<file path="src/rtl/id_redirect_unit_pkg.sv">
// id_redirect_unit_pkg: shared types and constants for the decode-stage redirect unit.
package id_redirect_unit_pkg;
  localparam int XLEN_DEFAULT = 32;
  // JALR clears bit 0 of the sum; wide enough for any supported XLEN.
  localparam logic [63:0] JALR_MASK = ~64'd1;
  typedef enum logic [1:0] {
    ST_IDLE,
    ST_PENDING,
    ST_FLUSH
  } redirect_state_e;
endpackage

</file>
<file path="src/rtl/id_redirect_unit_target_calc.sv">
// id_target_calc: combinational branch/JAL/JALR target with JALR > JAL > branch priority.
module id_target_calc
  import id_redirect_unit_pkg::*;
#(
  parameter int XLEN = XLEN_DEFAULT
) (
  input  logic            is_branch_i,
  input  logic            is_jal_i,
  input  logic            is_jalr_i,
  input  logic            branch_taken_i,
  input  logic [XLEN-1:0] pc_i,
  input  logic [XLEN-1:0] imm_i,
  input  logic [XLEN-1:0] rs1_val_i,
  output logic            xfer_o,
  output logic [XLEN-1:0] target_o,
  output logic            misaligned_o
);
  logic [XLEN-1:0] pc_rel;
  logic [XLEN-1:0] reg_rel;
  assign pc_rel       = pc_i + imm_i;
  assign reg_rel      = (rs1_val_i + imm_i) & JALR_MASK[XLEN-1:0];
  assign xfer_o       = is_jalr_i | is_jal_i | (is_branch_i & branch_taken_i);
  assign target_o     = is_jalr_i ? reg_rel : pc_rel;
  assign misaligned_o = target_o[1];
endmodule

</file>
<file path="src/rtl/id_redirect_unit.sv">
// id_redirect_unit: registers branch/jump targets and hands them to IF with stall and squash.
// Optional misaligned-target trap enabled by defining ID_MISALIGN_TRAP_EN.
module id_redirect_unit
  import id_redirect_unit_pkg::*;
#(
  parameter int XLEN         = XLEN_DEFAULT,
  parameter int FLUSH_CYCLES = 1
) (
  input  logic            clk,
  input  logic            rst,
  input  logic            id_valid,
  input  logic            is_branch,
  input  logic            is_jal,
  input  logic            is_jalr,
  input  logic            branch_taken,
  input  logic [XLEN-1:0] pc,
  input  logic [XLEN-1:0] imm,
  input  logic [XLEN-1:0] rs1_val,
  output logic [XLEN-1:0] link_addr,
  output logic            redirect_valid,
  input  logic            redirect_ready,
  output logic [XLEN-1:0] redirect_target,
  output logic            id_stall,
  output logic            squash_if,
  output logic            trap_valid,
  output logic [XLEN-1:0] trap_tval
);
  // A zero-cycle flush never uses the counter; keep it one bit wide.
  localparam int CW = (FLUSH_CYCLES > 0) ? $clog2(FLUSH_CYCLES + 1) : 1;
  redirect_state_e state_q;
  logic [CW-1:0]   cnt_q;
  logic [XLEN-1:0] target_q, target_d;
  logic            rv_q, stall_q, squash_q;
  logic            xfer, misaligned, take, trap_hit;
  id_target_calc #(.XLEN(XLEN)) u_calc (
    .is_branch_i   (is_branch),
    .is_jal_i      (is_jal),
    .is_jalr_i     (is_jalr),
    .branch_taken_i(branch_taken),
    .pc_i          (pc),
    .imm_i         (imm),
    .rs1_val_i     (rs1_val),
    .xfer_o        (xfer),
    .target_o      (target_d),
    .misaligned_o  (misaligned)
  );
  // Only IDLE accepts: PENDING stalls decode and FLUSH sees wrong-path instructions.
  assign take            = id_valid & (state_q == ST_IDLE) & xfer;
  assign link_addr       = pc + XLEN'(4);
  assign redirect_valid  = rv_q;
  assign redirect_target = target_q;
  assign id_stall        = stall_q;
  assign squash_if       = squash_q;
  always_ff @(posedge clk) begin
    if (rst) begin
      state_q  <= ST_IDLE;
      cnt_q    <= '0;
      target_q <= '0;
      rv_q     <= 1'b0;
      stall_q  <= 1'b0;
      squash_q <= 1'b0;
    end else begin
      case (state_q)
        ST_IDLE: if (take && !trap_hit) begin
          state_q  <= ST_PENDING;
          target_q <= target_d;
          rv_q     <= 1'b1;
          stall_q  <= 1'b1;
        end
        ST_PENDING: if (redirect_ready) begin
          rv_q    <= 1'b0;
          stall_q <= 1'b0;
          if (FLUSH_CYCLES == 0) state_q <= ST_IDLE;
          else begin
            state_q  <= ST_FLUSH;
            squash_q <= 1'b1;
            cnt_q    <= CW'(FLUSH_CYCLES);
          end
        end
        ST_FLUSH: begin
          cnt_q <= cnt_q - CW'(1);
          if (cnt_q == CW'(1)) begin
            state_q  <= ST_IDLE;
            squash_q <= 1'b0;
          end
        end
        default: state_q <= ST_IDLE;
      endcase
    end
  end
`ifdef ID_MISALIGN_TRAP_EN
  logic            trap_valid_q;
  logic [XLEN-1:0] trap_tval_q;
  assign trap_hit   = misaligned;
  assign trap_valid = trap_valid_q;
  assign trap_tval  = trap_tval_q;
  always_ff @(posedge clk) begin
    if (rst) begin
      trap_valid_q <= 1'b0;
      trap_tval_q  <= '0;
    end else begin
      trap_valid_q <= take & misaligned;
      if (take && misaligned) trap_tval_q <= target_d;
    end
  end
`else
  logic unused_misaligned;
  assign unused_misaligned = misaligned;
  assign trap_hit   = 1'b0;
  assign trap_valid = 1'b0;
  assign trap_tval  = '0;
`endif
endmodule

</file>
<file path="config.mk">
export PLATFORM = sky130hd
export DESIGN_NAME = id_redirect_unit
export DESIGN_NICKNAME = d
export VERILOG_FILES = /design/src/rtl/id_redirect_unit_pkg.sv /design/src/rtl/id_redirect_unit_target_calc.sv /design/src/rtl/id_redirect_unit.sv
export SDC_FILE = /design/constraint.sdc
export NUM_CORES = 1
export LEC_CHECK = 0
export BUFFER_PORTS_ARGS = -buffer_cell sky130_fd_sc_hd__buf_4
export CORE_MARGIN = 1.5
export CORE_UTILIZATION = 50
export CTS_CLUSTER_SIZE = 8
export DETAILED_ROUTE_END_ITERATION = 12
export GPL_ROUTABILITY_DRIVEN = 0
export HOLD_SLACK_MARGIN = 0.1
export PLACE_DENSITY = 0.88
export SLEW_MARGIN = 15
export SYNTH_ARGS = -nofsm -noshare
export SYNTH_HDL_FRONTEND = slang
export SYNTH_SLANG_ARGS = --single-unit
</file>
<file path="constraint.sdc">
create_clock -name clk -period 6.9 [get_ports clk]
set_clock_uncertainty 0.2 [all_clocks]
set_input_delay 1.035 -clock clk [delete_from_list [all_inputs] [get_ports clk]]
set_output_delay 1.035 -clock clk [all_outputs]
set_load 0.02 [all_outputs]
</file>
Word-level counts from Yosys, hierarchy flattened
Cells that the tools add are included.
- output and inout bits: 100
- flip-flop bits (word level): 37
- word-level logic and storage cells: 39
- $add $sub $neg: 4
- multiplexer cells: 12
- bitwise operators: 5
- equality and inequality tests: 5
- reductions and logical operators: 8
- operators with widths (kind ; count):
    $add 32x32->32 ; 2
    $add 32x3->32 const B ; 1
    $mux 32 ; 1
    $reduce_and 3->1 ; 3
    $mux 2 ; 3
    $ne 2x2->1 const B ; 3
    $pmux 1 s2 ; 3
    $pmux 2 s3 ; 1
    $mux 1 ; 4
    $reduce_and 2->1 ; 2
    $reduce_bool 2->1 ; 2
    $and 1x1->1 ; 3
    $eq 2x1->1 const B ; 1
    $eq 2x2->1 const B ; 1
    $logic_not 2->1 ; 1
    $or 1x1->1 ; 2
    $sub 1x1->1 const B ; 1

Logic depth before layout (Yosys ltp)
Gate-level depths: netlist of run 1.
- depth in word-level cells: 5
- mapped depth: 11
- depth with buffers taken out: 11

Hierarchy
Synthesis of run 1 repeated with hierarchy kept, for this count alone.
- cells, all modules: 812
- area total of the unflattened synthesis: 5896.9 µm²
- modules (own cells, without submodules) (module ; area each (µm²) ; seq. area each (µm²) ; cells an instance ; times used):
    id_target_calc ; 3728.6 ; 0.0 ; 533 ; 1
    id_redirect_unit ; 2168.3 ; 740.7 ; 279 ; 1

Worst setup path before layout of run 1
OpenSTA, ideal clock, no wires.
- kind: input-to-output
- start: input pc[4]
- end: output link_addr[26]
- required time: 5665 ps
- stages: 8
- path buffers: 0
- arrival: 2611 ps
- path slack: 3054 ps
- cells stage by stage: and3_1 and2_1 and3_1 nor2b_1 nand4_1 nor2_1 nand3_1 xnor2_1
- word-level cells in the longest chain between the ends: 1
- RTL lines (element ; line ; source):
    start: declaration ; id_redirect_unit.sv:16 ; input logic [XLEN-1:0] pc,
    $add 32x3->32 ; id_redirect_unit.sv:49 ; assign link_addr = pc + XLEN'(4);
    end: declaration ; id_redirect_unit.sv:19 ; output logic [XLEN-1:0] link_addr,
No other way between the ends.

Worst setup path in the final report of run 1
- start: input pc[4]
- end: output link_addr[31]
The elaborated chain is that of the path after synthesis.

==> results of run 1 <==
## state kept, by name, summed over array words and instances, names as in the netlist
| name | cells |
|---|---|
| cnt_q | 1 |
| id_stall | 1 |
| redirect_target | 32 |
| squash_if | 1 |
| state_q | 2 |
## worst min path at each step
stage / to / slack [ns] / cells after the start
CTS: redirect_target[0] / 0.26 / 2
finish: redirect_target[0] / 0.25 / 2
detailed placement: redirect_target[0] / 0.25 / 2
global route: redirect_target[2] / 0.29 / 2
global placement: redirect_target[0] / 0.24 / 2
floorplan: cnt_q / 0.29 / 2
## placed cells by master, fill, tap and decap left out, types with 3 or more instances in the layout
cell type	count
conb_1	33
buf_4	171
xor2_1	34
and2_1	3
nand4_1	10
o21bai_1	11
and3_1	11
a31oi_1	7
mux2i_1	6
nor3_1	16
o21a_1	6
nand2_1	75
o211ai_1	7
nand3_1	25
nor2b_1	4
clkbuf_8	6
a311oi_1	6
a21oi_1	76
o21ai_0	36
nand3b_1	4
dfxtp_1	37
nor2_1	77
nand2b_1	5
xnor2_1	47
a211o_1	3
or4_1	3
inv_1	10
o31ai_1	4
a221oi_1	3
a211oi_1	19
o21ai_1	4
a21o_1	28
ha_1	62
## cell type report
class                   instances  area, sq um
well taps                     136          170
flip-flops and latches         37          741
fillers                       933         3670
multi-input cells             658         4310
clock inverters                 1         30.0
clock buffers                   7         86.3
repair buffers                171         1280
inverters                      10         37.5
## cells by family (layout without fill, tap and decap cells)
group / count (synthesis) / after routing / synth area share (%)
and+or+nand+nor: 243 / 243 / 21.0
adders and majority gates: 64 / 64 / 15.3
buffers and inverters: 68 / 189 / 7.36
other: 1 / 33 / 0.0705
muxes: 6 / 6 / 1.13
xor gates and xnor gates: 81 / 81 / 13.3
AOI/OAI and AO/OA: 231 / 231 / 27.9
DFF: 37 / 37 / 13.9
## routing by layer
layer | wire [um] | up-vias | track usage [%]
met2 | 7230 | 264 | 46.4
met3 | 1200 | 38 | 3.37
li1 | - | 2907 | -
met1 | 6370 | 2649 | 33.4
met4 | 550 | 0 | 10.6
met5 | 0 | - | 0
## worst register-to-register path, cell delays in order (launching register included)
cell and delay (ns):
dfxtp_1 0.37, nor2_1 0.15, nand3_1 0.62, nor2_1 0.76, and4_1 0.31, a2111oi_2 0.06
## through the flow
stage               cell area (sq um)  std cells  util [%]  power (mW)  hold slack (ns)
detailed placement               6540       1012      63.4       0.819            0.247
global placement                 6540       1012      63.4       0.812            0.239
finish                           6660       1020      64.5        1.02            0.253
global route                     6660       1020      64.5        1.09            0.288
floorplan                        5440        763         -       0.644            0.290
CTS                              6660       1020      64.5        1.02            0.255
## synth_stat cells (5+ instances only)
cell type	n	area, sq um
nand3_1	25	125
xnor2_1	47	412
a211oi_1	19	143
nand2_1	75	282
o21ai_0	36	180
nand4_1	10	62.6
clkbuf_1	17	63.8
buf_4	36	270
a21oi_1	76	380
inv_1	10	37.5
mux2i_1	6	60.1
and3_1	11	68.8
o21bai_1	11	82.6
a21o_1	28	210
o21a_1	6	45.0
nor3_1	16	80.1
a31oi_1	7	43.8
dfxtp_1	37	741
a311oi_1	6	52.6
nand2b_1	5	31.3
ha_1	62	776
xor2_1	34	298
o211ai_1	7	52.6
nor2_1	77	289
## power breakdown
group          total [mW]  internal, mW  switching [mW]
Sequential          0.253         0.237          0.0156
Combinational       0.570         0.241           0.329
Clock               0.197         0.118          0.0795
==> flow_summary_export.csv, run 1 <==
group,metric,value,unit
critical_path,critPathMaxFanout,5,
floorplan,fp-row-count,37,
global_routing,grt_max_degree,43,
floorplan,chipHeight,106,um
yosys,synth-edff-count,0,
critical_path,critPathTopFamily,"simple AND/OR/NAND/NOR gates",
global_routing,antenna_found_initial,0,
placement,dp_hpwl,12500,um
floorplan,dieArea,11300,sq um
timing,finalSetupViolCount,0,
critical_path,r2r_end,"redirect_target[30]",
pwr,powerDensity,153,nW/um^2
drt,ant_nets,0,
yosys,yosysUniqueCellTypes,60,
floorplan,initial_core_util,51.5,%
job,cap_viol_max_count,0,
global_routing,first_global_vias,5401,
critical_path,worst-path-stages,10,
global_routing,grt_overflow,0,
clocking,cts_setup_buffers,0,
clocking,cts_buffers,5,
critical_path,worstSetupPathType,"primary input to primary output",
final_layout,drive_gt1_share,21.2,%
drt,wirelength,15400,um
critical_path,slowest_stage,"nor2_1",
clocking,root_buffer,"clkbuf_8",
critical_path,path_common_cell,"nand4_1",
drt,post_drt_wl_per_cell,15.1,um
pwr,ir_drop,0.0983,mV
clocking,ctsHoldBuffers,0,
drt,vias,5858,
drt,drt-pass1-iter-count,5,
floorplan,core_area,10300,sq um
final_layout,area_growth,25.1,%
clocking,cts_tree,"done",
critical_path,path_cells,"buf_4 -> and3_1 -> and2_1 -> nand4_1 -> nor2_1 -> nand4_1 -> nor2_1 -> nand4_1 -> xnor2_1 -> buf_4",
yosys,yosys_warnings,0,
critical_path,endpoint,"link_addr[31]",
final_layout,n_antenna_cell,0,
global_routing,grt_first_pass_wirelength,24800,um
timing,post-route-min-period,4.29,ns
critical_path,rrSetupSlack,4.30,ns
floorplan,fp.dieW,106,um
yosys,syn-cell-area,5320,sq um
drt,drc,0,
clocking,cts_resized,0,
yosys,async_flop_share,0,%
timing,finalHoldViolCount,0,
yosys,seq_area_frac_synth,13.9,%
timing,worst_pin_slew,0.863,ns
yosys,ys_ff_latch,37,
placement,portBuffers,170,
yosys,syn_inst,731,
drt,viasPerCell,5.74,
final_layout,final_net_count,1051,
clocking,clk_latency,0.29,ns
hold_path,hold_path.class,"flop to flop",
clocking,cts_buffer_depth,2,
timing,period_share,62.2,%
timing,setup_tns,0,ns
timing,fmax,0.233,GHz
timing,drv_slew,0,
placement,dpl_worst_slack,2.53,ns
critical_path,crit_path_start_kind,"primary input",
timing,rsz0062_at_grt,"no",
critical_path,worst_ep_required_time,5.66,ns
critical_path,startpoint,"pc[4]",
yosys,avgSynthCellArea,7.28,sq um
clocking,cts.sinks,37,
timing,setup_ws,2.61,ns
clocking,clk_pin_slew,0.07,ns
critical_path,arrival,3.05,ns
timing,slew_headroom,42.3,%
status,outcome,"finished clean",
critical_path,reg2reg_depth,5,
critical_path,rr_startpoint,"state_q[0]",
drt,drtIter0Drc,346,
critical_path,end_kind,"primary output",
floorplan,ios,204,
hold_path,worstHoldStart,"redirect_target[0]",
clocking,htree_levels,2,
global_routing,track_usage,26.7,%
critical_path,cp_slowest_stage_delay,0.32,ns
critical_path,path_buf_inv,2,
pwr,leakagePower,3.14,nW
yosys,synth_flop_cell,"dfxtp_1",
Note: power is estimated with default switching activity, not from simulation.
==> run 2: changes to the inputs <==
CORE_UTILIZATION = 46   (was 50)
PLACE_DENSITY = 0.86   (was 0.88)
clock period = 3.5 ns   (was 6.9 ns; I/O delays follow)
==> flow_summary_export.csv, run 2 (synthesis results as in run 1) <==
group,metric,value,unit
status,outcome,"finished clean",
pwr,p_clk_share,24.2,%
final_layout,final_net_count,1077,
clocking,htree_levels,2,
clocking,clk_latency,0.28,ns
final_layout,nFillCells,1056,
global_routing,track_usage,25.6,%
timing,finalSetupViolCount,0,
floorplan,initial_core_util,46.8,%
global_routing,grt_first_pass_wirelength,26500,um
final_layout,final_cell_mix,"buf_4 (197), nor2_1 (76), a21oi_1 (76)",
floorplan,dieArea,12200,sq um
critical_path,crit_path_start_kind,"primary input",
timing,post-route-min-period,3.34,ns
global_routing,grt_max_degree,43,
drt,vias,6041,
final_layout,final_common_cell,"buf_4",
critical_path,reg2reg_depth,5,
critical_path,startpoint,"imm[0]",
final_layout,n_antenna_cell,0,
global_routing,first_global_vias,5623,
final_layout,final_design_area_no_fill,6930,sq um
drt,wirelength,16300,um
critical_path,endpoint,"redirect_target[30]",
placement,place_area,6750,sq um
critical_path,worstSetupPathType,"primary input to flop",
critical_path,rr_startpoint,"state_q[0]",
timing,period_share,95.5,%
global_routing,antenna_found_initial,0,
timing,setup_tns,0,ns
critical_path,critPathMaxFanout,3,
floorplan,chipHeight,111,um
final_layout,area_growth,30.3,%
pwr,p_sw_share,39.6,%
drt,viasPerCell,5.74,
drt,ant_nets,0,
floorplan,fp.dieW,111,um
drt,drt-pass1-iter-count,5,
job,cap_viol_max_count,0,
floorplan,core_area,11400,sq um
floorplan,fp-row-count,39,
critical_path,worst_ep_required_time,3.48,ns
critical_path,end_kind,"flop",
drt,drc,0,
critical_path,arrival,3.32,ns
clocking,cts_tree,"done",
critical_path,rrSetupSlack,1.55,ns
clocking,cts.sinks,37,
global_routing,grt_overflow,0,
floorplan,ios,204,
hold_path,min_path_cells,2,
timing,rsz0062_at_grt,"no",
pwr,power_frac_seq,22.7,%
final_layout,ff_latch_area,741,sq um
clocking,cts_buffers,5,
final_layout,largest_reg_flops,32,
timing,fmax,0.299,GHz
pwr,combPwrFrac,53.1,%
pwr,ir_drop,0.227,mV
hold_path,hold_path.class,"flop to flop",
drt,drtIter0Drc,469,
final_layout,post-route-util,61.0,%
placement,portBuffers,170,
pwr,leakagePower,3.29,nW
pwr,p_int,1.33,mW
clocking,cts_buffer_depth,2,
timing,finalHoldViolCount,0,
clocking,cts_setup_buffers,0,
pwr,powerDensity,319,nW/um^2
pwr,netSwitchingPower,0.876,mW
final_layout,multi_input_area,4330,sq um
placement,dp_hpwl,13200,um
timing,drv_slew,0,
final_layout,drive_gt1_share,23.7,%
pwr,finalPower,2.21,mW
clocking,root_buffer,"clkbuf_16",
clocking,clk_pin_slew,0.06,ns
critical_path,r2r_end,"redirect_target[21]",
drt,post_drt_wl_per_cell,15.5,um
[run 2: cell types whose count changed in the layout (fill, tap and decap cells not counted), sizes merged]
cell and delta:
buf +26
[run 2: stage by stage]
stage	worst slack, ns	cells	hold WS (ns)
2_1_floorplan	0.206	763	0.290
3_3_place_gp	-0.00574	1045	0.245
3_5_place_dp	-0.0858	1045	0.245
4_1_cts	0.131	1053	0.253
5_1_grt	0.0384	1053	0.272
6_report	0.159	1053	0.253
[run 2: layout make-up]
cell class              instances  area share [%]
flip-flops and latches         37            10.7
clock buffers                   7            2.06
inverters                      10           0.541
multi-input cells             658            62.4
well taps                     143            2.58
clock inverters                 1           0.433
repair buffers                197            21.3
[run 2: repair_timing]
item	4_1_cts	5_1_grt
hold buffers	0	0
endpoints found under the setup margin	0	4
gates resized for setup	0	4
hold endpoints to repair	0	0
[run 2: power groups by stage]
stage	sequential [mW]	clock, mW	combinational [mW]
after global routing	0.507	0.560	1.28
after CTS	0.501	0.540	1.16
after floorplan	0.555	0	0.715
after global placement	0.508	0	1.13
after detailed placement	0.509	0	1.15
final	0.502	0.534	1.17
[run 2: how the worst min path moves through the flow]
stage,start,endpoint
5_1_grt,redirect_target[0],redirect_target[0]
2_1_floorplan,cnt_q,cnt_q
4_1_cts,redirect_target[0],redirect_target[0]
6_report,redirect_target[0],redirect_target[0]
3_5_place_dp,redirect_target[0],redirect_target[0]
3_3_place_gp,redirect_target[15],redirect_target[15]
[run 2: worst max-delay path, stage by stage]
cell,delay [ns]
buf_4,0.12
and2_1,0.16
fa_1,0.39
a211oi_1,0.29
o21ai_0,0.21
o2111ai_2,0.29
a21oi_1,0.16
a21oi_1,0.20
nand2_1,0.12
a221oi_1,0.38
xor2_1,0.14
a2111oi_2,0.35
[run 2: per-layer routing]
| metal | part of all wire [%] | wire, um | track usage, % | vias to the layer above |
|---|---|---|---|---|
| li1 | - | - | - | 2963 |
| met1 | 42 | 6840 | 32.5 | 2744 |
| met2 | 49 | 7930 | 44.7 | 290 |
| met3 | 7.1 | 1160 | 4.34 | 44 |
| met4 | 2.3 | 376 | 6.75 | 0 |
| met5 | 0 | 0 | 0 | - |
